$ cat src/rtl/proc_mem_arbiter.sv
// Shares one memory port between TinyRV1 fetch and data ports; an in-order tag FIFO routes responses back.
// Define PROC_MEM_ARB_RR_EN for round-robin contention; otherwise dmem has fixed priority.
module proc_mem_arbiter #(
  parameter int unsigned DEPTH = 2
) (
  input  logic        clk,
  input  logic        rst,
  input  logic        imemreq_val,
  output logic        imemreq_rdy,
  input  logic [31:0] imemreq_addr,
  output logic        imemresp_val,
  output logic [31:0] imemresp_data,
  input  logic        dmemreq_val,
  output logic        dmemreq_rdy,
  input  logic        dmemreq_type,
  input  logic [31:0] dmemreq_addr,
  input  logic [31:0] dmemreq_wdata,
  output logic        dmemresp_val,
  output logic [31:0] dmemresp_data,
  output logic        memreq_val,
  input  logic        memreq_rdy,
  output logic        memreq_type,
  output logic [31:0] memreq_addr,
  output logic [31:0] memreq_wdata,
  input  logic        memresp_val,
  input  logic [31:0] memresp_data,
  output logic        err
);

  localparam int unsigned CW = $clog2(DEPTH + 1);
  localparam int unsigned PW = (DEPTH > 1) ? $clog2(DEPTH) : 1;

  logic [DEPTH-1:0] r_tags;
  logic [PW-1:0]    r_head;
  logic [PW-1:0]    r_tail;
  logic [CW-1:0]    r_count;
  logic             r_err;

  logic w_full;
  logic w_any;
  logic w_gnt_d;
  logic w_fire;
  logic w_pop;
  logic w_drop;
  logic w_head_tag;

  assign w_full = (r_count == CW'(DEPTH));
  assign w_any  = imemreq_val | dmemreq_val;

  // Winner select: w_gnt_d=1 means the data port owns the shared request this cycle
`ifdef PROC_MEM_ARB_RR_EN
  logic r_last_d;

  always_comb begin
    w_gnt_d = dmemreq_val;
    if (imemreq_val && dmemreq_val) begin
      w_gnt_d = !r_last_d;
    end
  end
`else
  always_comb begin
    w_gnt_d = dmemreq_val;
  end
`endif

  // Request path: winner drives the shared port; idle drives zeros
  always_comb begin
    memreq_val   = !rst && !w_full && w_any;
    memreq_type  = 1'b0;
    memreq_addr  = 32'h0;
    memreq_wdata = 32'h0;
    if (w_any) begin
      if (w_gnt_d) begin
        memreq_type  = dmemreq_type;
        memreq_addr  = dmemreq_addr;
        memreq_wdata = dmemreq_wdata;
      end else begin
        memreq_addr  = imemreq_addr;
      end
    end
  end

  assign dmemreq_rdy = !rst && !w_full && memreq_rdy && w_gnt_d;
  assign imemreq_rdy = !rst && !w_full && memreq_rdy && imemreq_val && !w_gnt_d;

  assign w_fire = memreq_val && memreq_rdy;

  // Response path: head tag steers memresp to its issuer with no added latency
  assign w_head_tag    = r_tags[r_head];
  assign w_pop         = !rst && memresp_val && (r_count != '0);
  assign w_drop        = memresp_val && (r_count == '0);
  assign imemresp_val  = w_pop && !w_head_tag;
  assign dmemresp_val  = w_pop &&  w_head_tag;
  assign imemresp_data = memresp_data;
  assign dmemresp_data = memresp_data;
  assign err           = r_err;

  always_ff @(posedge clk) begin
    if (rst) begin
      r_tags  <= '0;
      r_head  <= '0;
      r_tail  <= '0;
      r_count <= '0;
      r_err   <= 1'b0;
    end else begin
      if (w_fire) begin
        r_tags[r_tail] <= w_gnt_d;
        r_tail         <= (r_tail == PW'(DEPTH - 1)) ? '0 : r_tail + PW'(1);
      end
      if (w_pop) begin
        r_head <= (r_head == PW'(DEPTH - 1)) ? '0 : r_head + PW'(1);
      end
      if (w_fire && !w_pop) begin
        r_count <= r_count + CW'(1);
      end else if (!w_fire && w_pop) begin
        r_count <= r_count - CW'(1);
      end
      if (w_drop) begin
        r_err <= 1'b1;
      end
    end
  end

`ifdef PROC_MEM_ARB_RR_EN
  // Last-grant starts at imem so the first contention after reset goes to dmem
  always_ff @(posedge clk) begin
    if (rst) begin
      r_last_d <= 1'b0;
    end else if (w_fire) begin
      r_last_d <= w_gnt_d;
    end
  end
`endif

endmodule

$ cat config.mk
export PLATFORM = sky130hd
export DESIGN_NAME = proc_mem_arbiter
export DESIGN_NICKNAME = d
export VERILOG_FILES = /design/src/rtl/proc_mem_arbiter.sv
export SDC_FILE = /design/constraint.sdc
export NUM_CORES = 1
export LEC_CHECK = 0
export BUFFER_PORTS_ARGS = -buffer_cell sky130_fd_sc_hd__buf_2
export CAP_MARGIN = 20
export CORE_AREA = 8 8 99 101
export CTS_CLUSTER_SIZE = 30
export DETAILED_ROUTE_END_ITERATION = 8
export DIE_AREA = 0 0 107 109
export GPL_ROUTABILITY_DRIVEN = 0
export GPL_TIMING_DRIVEN = 0
export PLACE_DENSITY = 0.67
export SLEW_MARGIN = 20
export SYNTH_ARGS = -nofsm -noshare
export SYNTH_HDL_FRONTEND = slang
export SYNTH_SLANG_ARGS = --single-unit
$ cat constraint.sdc
create_clock -name clk -period 3.59 [get_ports clk]
set_input_delay 0.8975 -clock clk [delete_from_list [all_inputs] [get_ports clk]]
set_output_delay 0.8975 -clock clk [all_outputs]
set_load 0.01 [all_outputs]
# Word-level counts from Yosys, hierarchy flattened

Index checks and enable logic that the tools add are counted.

Register bits: 7
Logic and storage cells: 53
Memories: 0
Bits in writable memories: 0
Output and inout bits: 135
Latch bits: 0
ROM bits: 0

Div/mod/pow operators: 0
Multiply operators: 0
Shift operators: 0
Reductions and logical operators: 24
Equality and inequality tests: 1
Mux-type cells: 15
Bitwise operators: 1
Magnitude comparators: 3
Add/subtract/negate cells: 4

Operators with widths:

| operator                                                    | count |
|---|---|
| 2-to-1 mux 32 bit                                           | 4 |
| logical AND 1 bit                                           | 15 |
| 2-to-1 mux 1 bit                                            | 7 |
| logical NOT 1 bit                                           | 6 |
| less-than comparator 1 x 2 -> 1 bit (second input constant) | 2 |
| 2-to-1 mux 2 bit                                            | 2 |
| nonzero test 2 bit                                          | 2 |
| adder 1 bit (second input constant)                         | 2 |
| adder 2 x 1 -> 2 bit (second input constant)                | 1 |
| bitwise mux 2 bit                                           | 1 |
| == test 2 bit (second input constant)                       | 1 |
| logical NOT 2 bit                                           | 1 |
| subtractor 2 x 1 -> 2 bit (second input constant)           | 1 |
| demux 1 bit (select 1 bit)                                  | 1 |
| >= comparator 1 bit (second input constant)                 | 1 |
| OR 1 bit                                                    | 1 |

# Logic depth before layout (Yosys ltp)

Gate-level depths: netlist of run 1.

Depth in word-level cells: 9
Gate-level depth with buffers: 7
Mapped depth without buffers: 7

# Worst setup path after synthesis of run 1

OpenSTA, ideal clock, no wires.

Path type: input-to-output
Start point: input port imemreq_val
End point: output port memreq_addr[0]
Required time: 2.693 ns
Path slack: 1.190 ns
Stages: 4
Buffers on the path: 2
Arrival: 1.502 ns
Cell sequence: nor2b_1 > buf_2 > buf_2 > a22o_1

Word-level cells in the longest chain between the ends: 2

RTL lines:

| what              | RTL line | source |
|---|---|---|
| start, declared   | 8        | `input logic imemreq_val,` |
| OR 1 bit          | 48       | `assign w_any = imemreq_val \| dmemreq_val;` |
| 2-to-1 mux 32 bit | 72       | `if (w_any) begin` |
| end, declared     | 23       | `output logic [31:0] memreq_addr,` |

Every way passes these cells.

# Worst setup path after layout of run 1

Start point: input port dmemreq_val
End point: output port memreq_wdata[12]

Word-level cells in the longest chain between the ends: 2

RTL lines:

| what                                          | RTL line | source |
|---|---|---|
| start, declared                               | 13       | `input logic dmemreq_val,` |
| 2-to-1 mux 32 bit or OR 1 bit (tied branches) | 73, 48   |  |
| 2-to-1 mux 32 bit (*)                         | 72       |  |
| end, declared                                 | 24       | `output logic [31:0] memreq_wdata,` |

Every way passes the cells marked *; elsewhere a longest branch is shown, timed or not.

==> impl_metrics.csv, run 1 <==
group,metric,value,unit
placement,dpl.hpwl,7380,µm
worst_setup_path,cp_slowest_cell,"clkbuf_1",
finish,multi_input_area,706,µm²
global_routing,antenna_found_initial,0,
clock_tree,cts_setup_buffers,0,
finish,drive_gt1_frac,0.741,
finish,regArea,140,µm²
route,remaining_drc_errors,0,
floorplanning,row_count,34,
power_and_ir_drop,intPower,0.360,mW
worst_setup_path,path_class,"input pin to output pin",
run,drv_cap,0,
power_and_ir_drop,powerDensity,206,mW/mm²
clock_tree,holdBufCountCts,0,
min_path,min_path_type,"flip-flop to flip-flop",
power_and_ir_drop,p_clk_frac,0.202,
finish,final_cell_mix,"buf_2 (244), buf_4 (64), and2_1 (33)",
global_routing,grt_start_max_net_pins,11,
worst_setup_path,critPathCaptureType,"output pin",
finish,diodes,0,
yosys,ys_warn_count,0,
yosys,seq_area_frac_synth,0.101,
status,outcome,"complete, no violations",
worst_setup_path,cp_data_required_time,2.69,ns
power_and_ir_drop,ir_drop,233,µV
worst_setup_path,r2r_cells,5,
timing,period_needed,2.79,ns
floorplanning,start_util,0.166,
worst_setup_path,start_kind,"input pin",
timing,final_hold_viol_count,0,
global_routing,grt-ovfl-total,0,
floorplanning,die_area,0.0117,mm²
yosys,synthCells,183,
route,postRouteAntennaNets,0,
worst_setup_path,critPathMostFrequentCell,"buf_2",
global_routing,grt_use_total,0.119,
floorplanning,pin_count,270,
clock_tree,cts.clk_slew.worst_paths,0.04,ns
clock_tree,cts_max_path_buffers,2,
worst_setup_path,max_stage_delay,0.30,ns
clock_tree,clkLatencyLatePin,0.23,ns
power_and_ir_drop,p_sw,0.207,mW
clock_tree,cts_tree,"yes",
timing,drv_slew,0,
route,vias,2113,
floorplanning,die_height,109,µm
global_routing,grt_first_pass_wirelength,11300,µm
timing,fmax,358,MHz
route,firstDrtPassIters,4,
min_path,whs_path_depth,2,
finish,fin_util,0.329,
power_and_ir_drop,sw_frac_of_total,0.365,
finish,area_growth,98.5,%
clock_tree,htree_num_levels,1,
worst_setup_path,crit_fanout,10,
placement,io_buffers,237,
yosys,ys_ff_latch,7,
power_and_ir_drop,p_comb_frac,0.618,
yosys,synth_cell_types,26,
worst_setup_path,crit_arrival,1.89,ns
timing,relSlewSlack,0.713,
floorplanning,core_area,0.00838,mm²
timing,fin_worst_skew,0.00187,ns
route,via_per_inst,3.97,
yosys,synth_area,0.00139,mm²
yosys,syn_avg_cell_area,7.58,µm²
finish,final_net_count,561,
yosys,syn_nets,319,
route,routed_wl,8260,µm
route,drt_iter0_drc,80,
timing,final.period_utilization,0.778,
timing,timing.setup.tns,0,ns
route,wl_per_cell,15.5,µm
global_routing,grt_pass1_vias,2025,
finish,fill_cells,919,
clock_tree,clock_tree.root_cell,"clkbuf_8",
power_and_ir_drop,power_leakage,1.70,nW
floorplanning,die_w,107,µm
clock_tree,cts_buffers,3,
worst_setup_path,crit_chain,"buf_2, buf_2, clkbuf_1, and2_1, buf_2",
finish,layout_commonest_cell,"buf_2",
power_and_ir_drop,p_seq_frac,0.181,
clock_tree,cts-resized-gates,0,
timing,setup_viol,0,
timing,rsz0062_at_grt,"no",
timing,tightestPinTransition,0.430,ns
clock_tree,clock_sinks,7,
## per-layer routing
metal,routed length (µm),track usage
met5,0,0
met4,31,0.0181
met3,811,0.0296
met2,4470,0.227
met1,2950,0.131
## final cells by class
cell class / instances / share of cell area
Sequential cell: 7 / 0.0509
Tap cell: 108 / 0.0491
Timing Repair Buffer: 237 / 0.431
Multi-Input combinational cell: 98 / 0.256
Clock buffer: 4 / 0.0164
Buffer: 75 / 0.193
Inverter: 3 / 0.00409
## power by group through the flow
| stage | Sequential [mW] | Clock (mW) | Combinational (mW) |
|---|---|---|---|
| 5_1_grt | 0.105 | 0.119 | 0.380 |
| 4_1_cts | 0.103 | 0.118 | 0.355 |
| 2_1_floorplan | 0.101 | 0 | 0.192 |
| 6_report | 0.103 | 0.114 | 0.350 |
| 3_5_place_dp | 0.104 | 0 | 0.353 |
| 3_3_place_gp | 0.102 | 0 | 0.348 |
## path summary, 6_finish.rpt
| path | from | end | slack [ns] |
|---|---|---|---|
| worst max register to register | r_count[0] | r_count[1] | 1.87 |
| worst min register to register | err | err | 0.48 |
| worst max-delay path | dmemreq_val | memreq_wdata[12] | 0.80 |
| worst min-delay path | err | err | 0.48 |
## synth_stat cells
| cell | number | share of area |
|---|---|---|
| nand4_1 | 2 | 0.0090 |
| nand2b_1 | 1 | 0.0045 |
| and3_4 | 1 | 0.0081 |
| or3_1 | 1 | 0.0045 |
| buf_2 | 7 | 0.025 |
| o311ai_1 | 1 | 0.0063 |
| mux2i_1 | 1 | 0.0072 |
| inv_1 | 3 | 0.0081 |
| and3_1 | 1 | 0.0045 |
| a21oi_1 | 2 | 0.0072 |
| nor3_1 | 1 | 0.0036 |
| o21ai_0 | 2 | 0.0072 |
| and2_1 | 33 | 0.15 |
| a32o_1 | 2 | 0.014 |
| nand2_1 | 1 | 0.0027 |
| nor2b_2 | 1 | 0.0063 |
| nor2b_1 | 3 | 0.014 |
| nor2_1 | 7 | 0.019 |
| xor2_1 | 3 | 0.019 |
| nand2b_2 | 1 | 0.0063 |
| o31ai_1 | 1 | 0.0054 |
| ha_1 | 1 | 0.0090 |
| dfxtp_1 | 7 | 0.10 |
| clkbuf_1 | 4 | 0.011 |
| a22o_1 | 32 | 0.20 |
| buf_4 | 64 | 0.35 |
## per-stage QoR
step / cells / hold slack [ns] / setup slack [ns] / instance area (µm²) / power (mW)
finish: 532 / 0.477 / 0.798 / 2750 / 0.567
floorplan: 183 / 0.468 / 1.19 / 1390 / 0.293
detailed placement: 528 / 0.465 / 0.804 / 2710 / 0.457
global route: 532 / 0.517 / 0.680 / 2750 / 0.604
global placement: 528 / 0.449 / 0.820 / 2710 / 0.450
CTS: 532 / 0.482 / 0.787 / 2750 / 0.575
## worst max-delay path: cells and delay by family
| family | cells | cell delay [ns] |
|---|---|---|
| buffers and inverters | 4 | 0.82 |
| and+or+nand+nor | 1 | 0.18 |
## cells by family (layout without fill, tap and decap cells)
family	count (synthesis)	in the layout	share of synthesized area
flops	7	7	0.101
buf+inv	78	319	0.390
mux	1	1	0.00721
xor+xnor	3	3	0.0189
simple gates	53	53	0.231
fa+ha+maj	1	1	0.00902
compound gates	40	40	0.243
## flip-flops by register name, summed over array words and instances, names as in the netlist
| register | cells |
|---|---|
| r_head | 1 |
| r_tail | 1 |
| r_tags | 2 |
| err | 1 |
| r_count | 2 |
Power figures use the tool's default switching activity.
==> inputs of run 2 (changes only) <==
Settings changed: ABC_AREA set to 1, CORE_AREA 8 8 99 101 to 8 8 98 100, DIE_AREA 0 0 107 109 to 0 0 106 108, PLACE_DENSITY 0.67 to 0.71.
Clock period 3.59 ns to 2.8 ns, I/O delays scaled along.
==> run 2 against run 1 <==
  * Via count increased by 21%
  * Count of clock-buffer cells in the layout unchanged
  * Core utilization increased by 4.2 points
  * Critical path depth increased by 1
  * Worst setup slack got worse by 0.25 ns
  * Global-route usage increased by 1.4 points
  * Combinational power increased by 32%
  * Worst hold slack got worse by 0.011 ns
==> impl_metrics.csv, run 2 <==
group,metric,value,unit
clock_tree,cts_tree,"yes",
floorplanning,row_count,33,
timing,rsz0062_at_grt,"no",
yosys,synth_top_family_by_area,"buffers and inverters",
yosys,ys_warn_count,0,
timing,tightestPinTransition,0.238,ns
clock_tree,cts.clk_slew.worst_paths,0.04,ns
clock_tree,holdBufCountCts,0,
power_and_ir_drop,p_clk_frac,0.199,
worst_setup_path,path_delay_family,"buffers and inverters",
floorplanning,pin_count,270,
route,firstDrtPassIters,4,
run,drv_cap,0,
route,routed_wl,8600,µm
yosys,synth-xor-area-share,0,
yosys,synth_flop_cell,"dfxtp_1",
finish,final_cell_mix,"buf_2 (244), nand2_1 (108), buf_4 (70)",
yosys,synth_cell_types,18,
worst_setup_path,crit_chain,"buf_2, inv_2, buf_2, nand3_1, nand2_1, buf_2",
placement,io_buffers,236,
route,drt_iter0_drc,73,
finish,fill_cells,855,
yosys,synth_compound_area_frac,0.0316,
floorplanning,die_height,108,µm
yosys,seq_area_frac_synth,0.0864,
finish,final_net_count,676,
yosys,synth.area.mux_share,0,
clock_tree,cts_max_path_buffers,2,
finish,drive_gt1_frac,0.605,
finish,top_regs,"r_count x2, r_tags x2",
worst_setup_path,max_stage_delay,0.27,ns
power_and_ir_drop,p_seq_frac,0.165,
global_routing,grt_first_pass_wirelength,12800,µm
power_and_ir_drop,sw_frac_of_total,0.392,
worst_setup_path,critPathBufInv,4,
clock_tree,clock_sinks,7,
route,via_per_inst,3.97,
route,postRouteAntennaNets,0,
route,vias,2557,
worst_setup_path,worstReg2RegStart,"r_count[0]",
yosys,ys_ff_latch,7,
global_routing,antenna_found_initial,0,
yosys,syn_avg_cell_area,5.43,µm²
status,outcome,"complete, no violations",
yosys,synth-edff-count,0,
route,remaining_drc_errors,0,
global_routing,grt-ovfl-total,0,
timing,fmax,444,MHz
floorplanning,core_area,0.00805,mm²
yosys,ys_top_cells_by_count,"nand2_1 (108), buf_4 (70), inv_1 (41)",
yosys,synth_area,0.00162,mm²
yosys,synth_fa_ha_area_frac,0.00771,
power_and_ir_drop,intPower,0.441,mW
yosys,yosys.area_share.simple,0.424,
finish,diodes,0,
global_routing,grt_use_total,0.133,
yosys,synth_top_cell_by_area,"buf_4",
timing,setup_viol,0,
floorplanning,start_util,0.202,
timing,final_hold_viol_count,0,
worst_setup_path,crit_arrival,1.55,ns
worst_setup_path,crit_fanout,10,
placement,dpl.hpwl,7860,µm
clock_tree,cts-resized-gates,0,
min_path,min_path_type,"flip-flop to flip-flop",
finish,instances_no_fill,644,
yosys,yosys.area.top_type_share,0.324,
worst_setup_path,critPathMostFrequentCell,"buf_2",
global_routing,grt_pass1_vias,2709,
timing,period_needed,2.25,ns
clock_tree,cts_setup_buffers,0,
power_and_ir_drop,power_leakage,2.16,nW
power_and_ir_drop,p_sw,0.285,mW
timing,timing.setup.tns,0,ns
timing,fin_worst_skew,0.000320,ns
worst_setup_path,startpoint,"dmemreq_val",
floorplanning,die_area,0.0114,mm²
worst_setup_path,cp_slowest_cell,"buf_2",
finish,area_growth,83.7,%
yosys,synth_most_common_cell,"nand2_1",
worst_setup_path,start_kind,"input pin",
clock_tree,cts_buffers,3,
global_routing,grt_start_max_net_pins,11,
yosys,synth.area.top_cells,"buf_4 (32%), nand2_1 (25%), nand3_1 (11%)",
timing,final.period_utilization,0.804,
timing,relSlewSlack,0.841,
power_and_ir_drop,ir_drop,160,µV
power_and_ir_drop,p_comb_frac,0.636,
worst_setup_path,path_class,"input pin to output pin",
yosys,synthCells,299,
placement,dp_cells,640,
yosys,synthArstFlopShare,0,
clock_tree,clock_tree.root_cell,"clkbuf_8",
timing,drv_slew,0,
clock_tree,clkLatencyLatePin,0.23,ns
clock_tree,htree_num_levels,1,
power_and_ir_drop,powerDensity,244,mW/mm²
floorplanning,die_w,106,µm
finish,layout_commonest_cell,"buf_2",
yosys,syn_nets,435,
worst_setup_path,cp_data_required_time,2.10,ns
min_path,hold_start,"err",
worst_setup_path,critPathCaptureType,"output pin",
route,wl_per_cell,13.4,µm
run 2: cell types whose count changed after synthesis, moves of 3 or more:
cell | before | now
nand2_1 | 1 | 108
nand3_1 | 0 | 35
and2_1 | 33 | 0
a22o_1 | 32 | 0
inv_2 | 0 | 3
nor2b_1 | 3 | 0
buf_4 | 64 | 70
inv_1 | 3 | 41
clkbuf_1 | 4 | 0
nor2_4 | 0 | 3
xor2_1 | 3 | 0
run 2: power by group through the flow:
stage          registers (mW)  clock network, mW  logic (mW)
2_1_floorplan           0.120                  0       0.254
3_3_place_gp            0.120                  0       0.461
3_5_place_dp            0.121                  0       0.469
4_1_cts                 0.119              0.145       0.471
5_1_grt                 0.121              0.154       0.512
6_report                0.120              0.144       0.462
run 2: final cells by class:
cell class,count,area (µm²),area share
clock buffers,4,45.0,0.0151
inverters,44,165,0.0554
multi-input cells,170,752,0.252
flip-flops and latches,7,140,0.0470
well taps,105,131,0.0441
plain buffers,78,566,0.190
repair buffers,236,1180,0.396
run 2: tightest hold or removal path: cells and delay by family, from the launching register on:
kind	cells	cell delay, ns
AOI/OAI and AO/OA	1	0.04
DFF	1	0.32
and+or+nand+nor	1	0.07
run 2: cell families (layout without fill, tap and decap cells):
kind of cell               after synthesis  after routing
AOI/OAI and AO/OA                        8              8
buffers and inverters                  122            362
and+or+nand+nor                        161            161
DFF                                      7              7
adders and majority gates                1              1
run 2: final timing paths:
kind,endpoint,slack [ns],cells after the start
hold / removal,err,0.47,2
setup / recovery,memreq_addr[0],0.55,6
setup reg to reg,r_count[1],1.25,9
hold reg to reg,err,0.47,2
run 2: metrics by stage:
stage               utilization  worst slack, ns  power, mW  hold WS (ns)  area (µm²)
floorplan                     -            0.877      0.375         0.440        1620
CTS                       0.370            0.524      0.735         0.470        2980
global route              0.370            0.428      0.786         0.500        2980
detailed placement        0.365            0.524      0.590         0.465        2940
global placement          0.365            0.528      0.582         0.447        2940
finish                    0.370            0.548      0.726         0.466        2980
run 2: layer usage:
layer | part of all wire | GRT usage
met4 | 0.0049 | 0.0211
met3 | 0.14 | 0.0642
met2 | 0.52 | 0.262
met1 | 0.33 | 0.121
met5 | 0 | 0
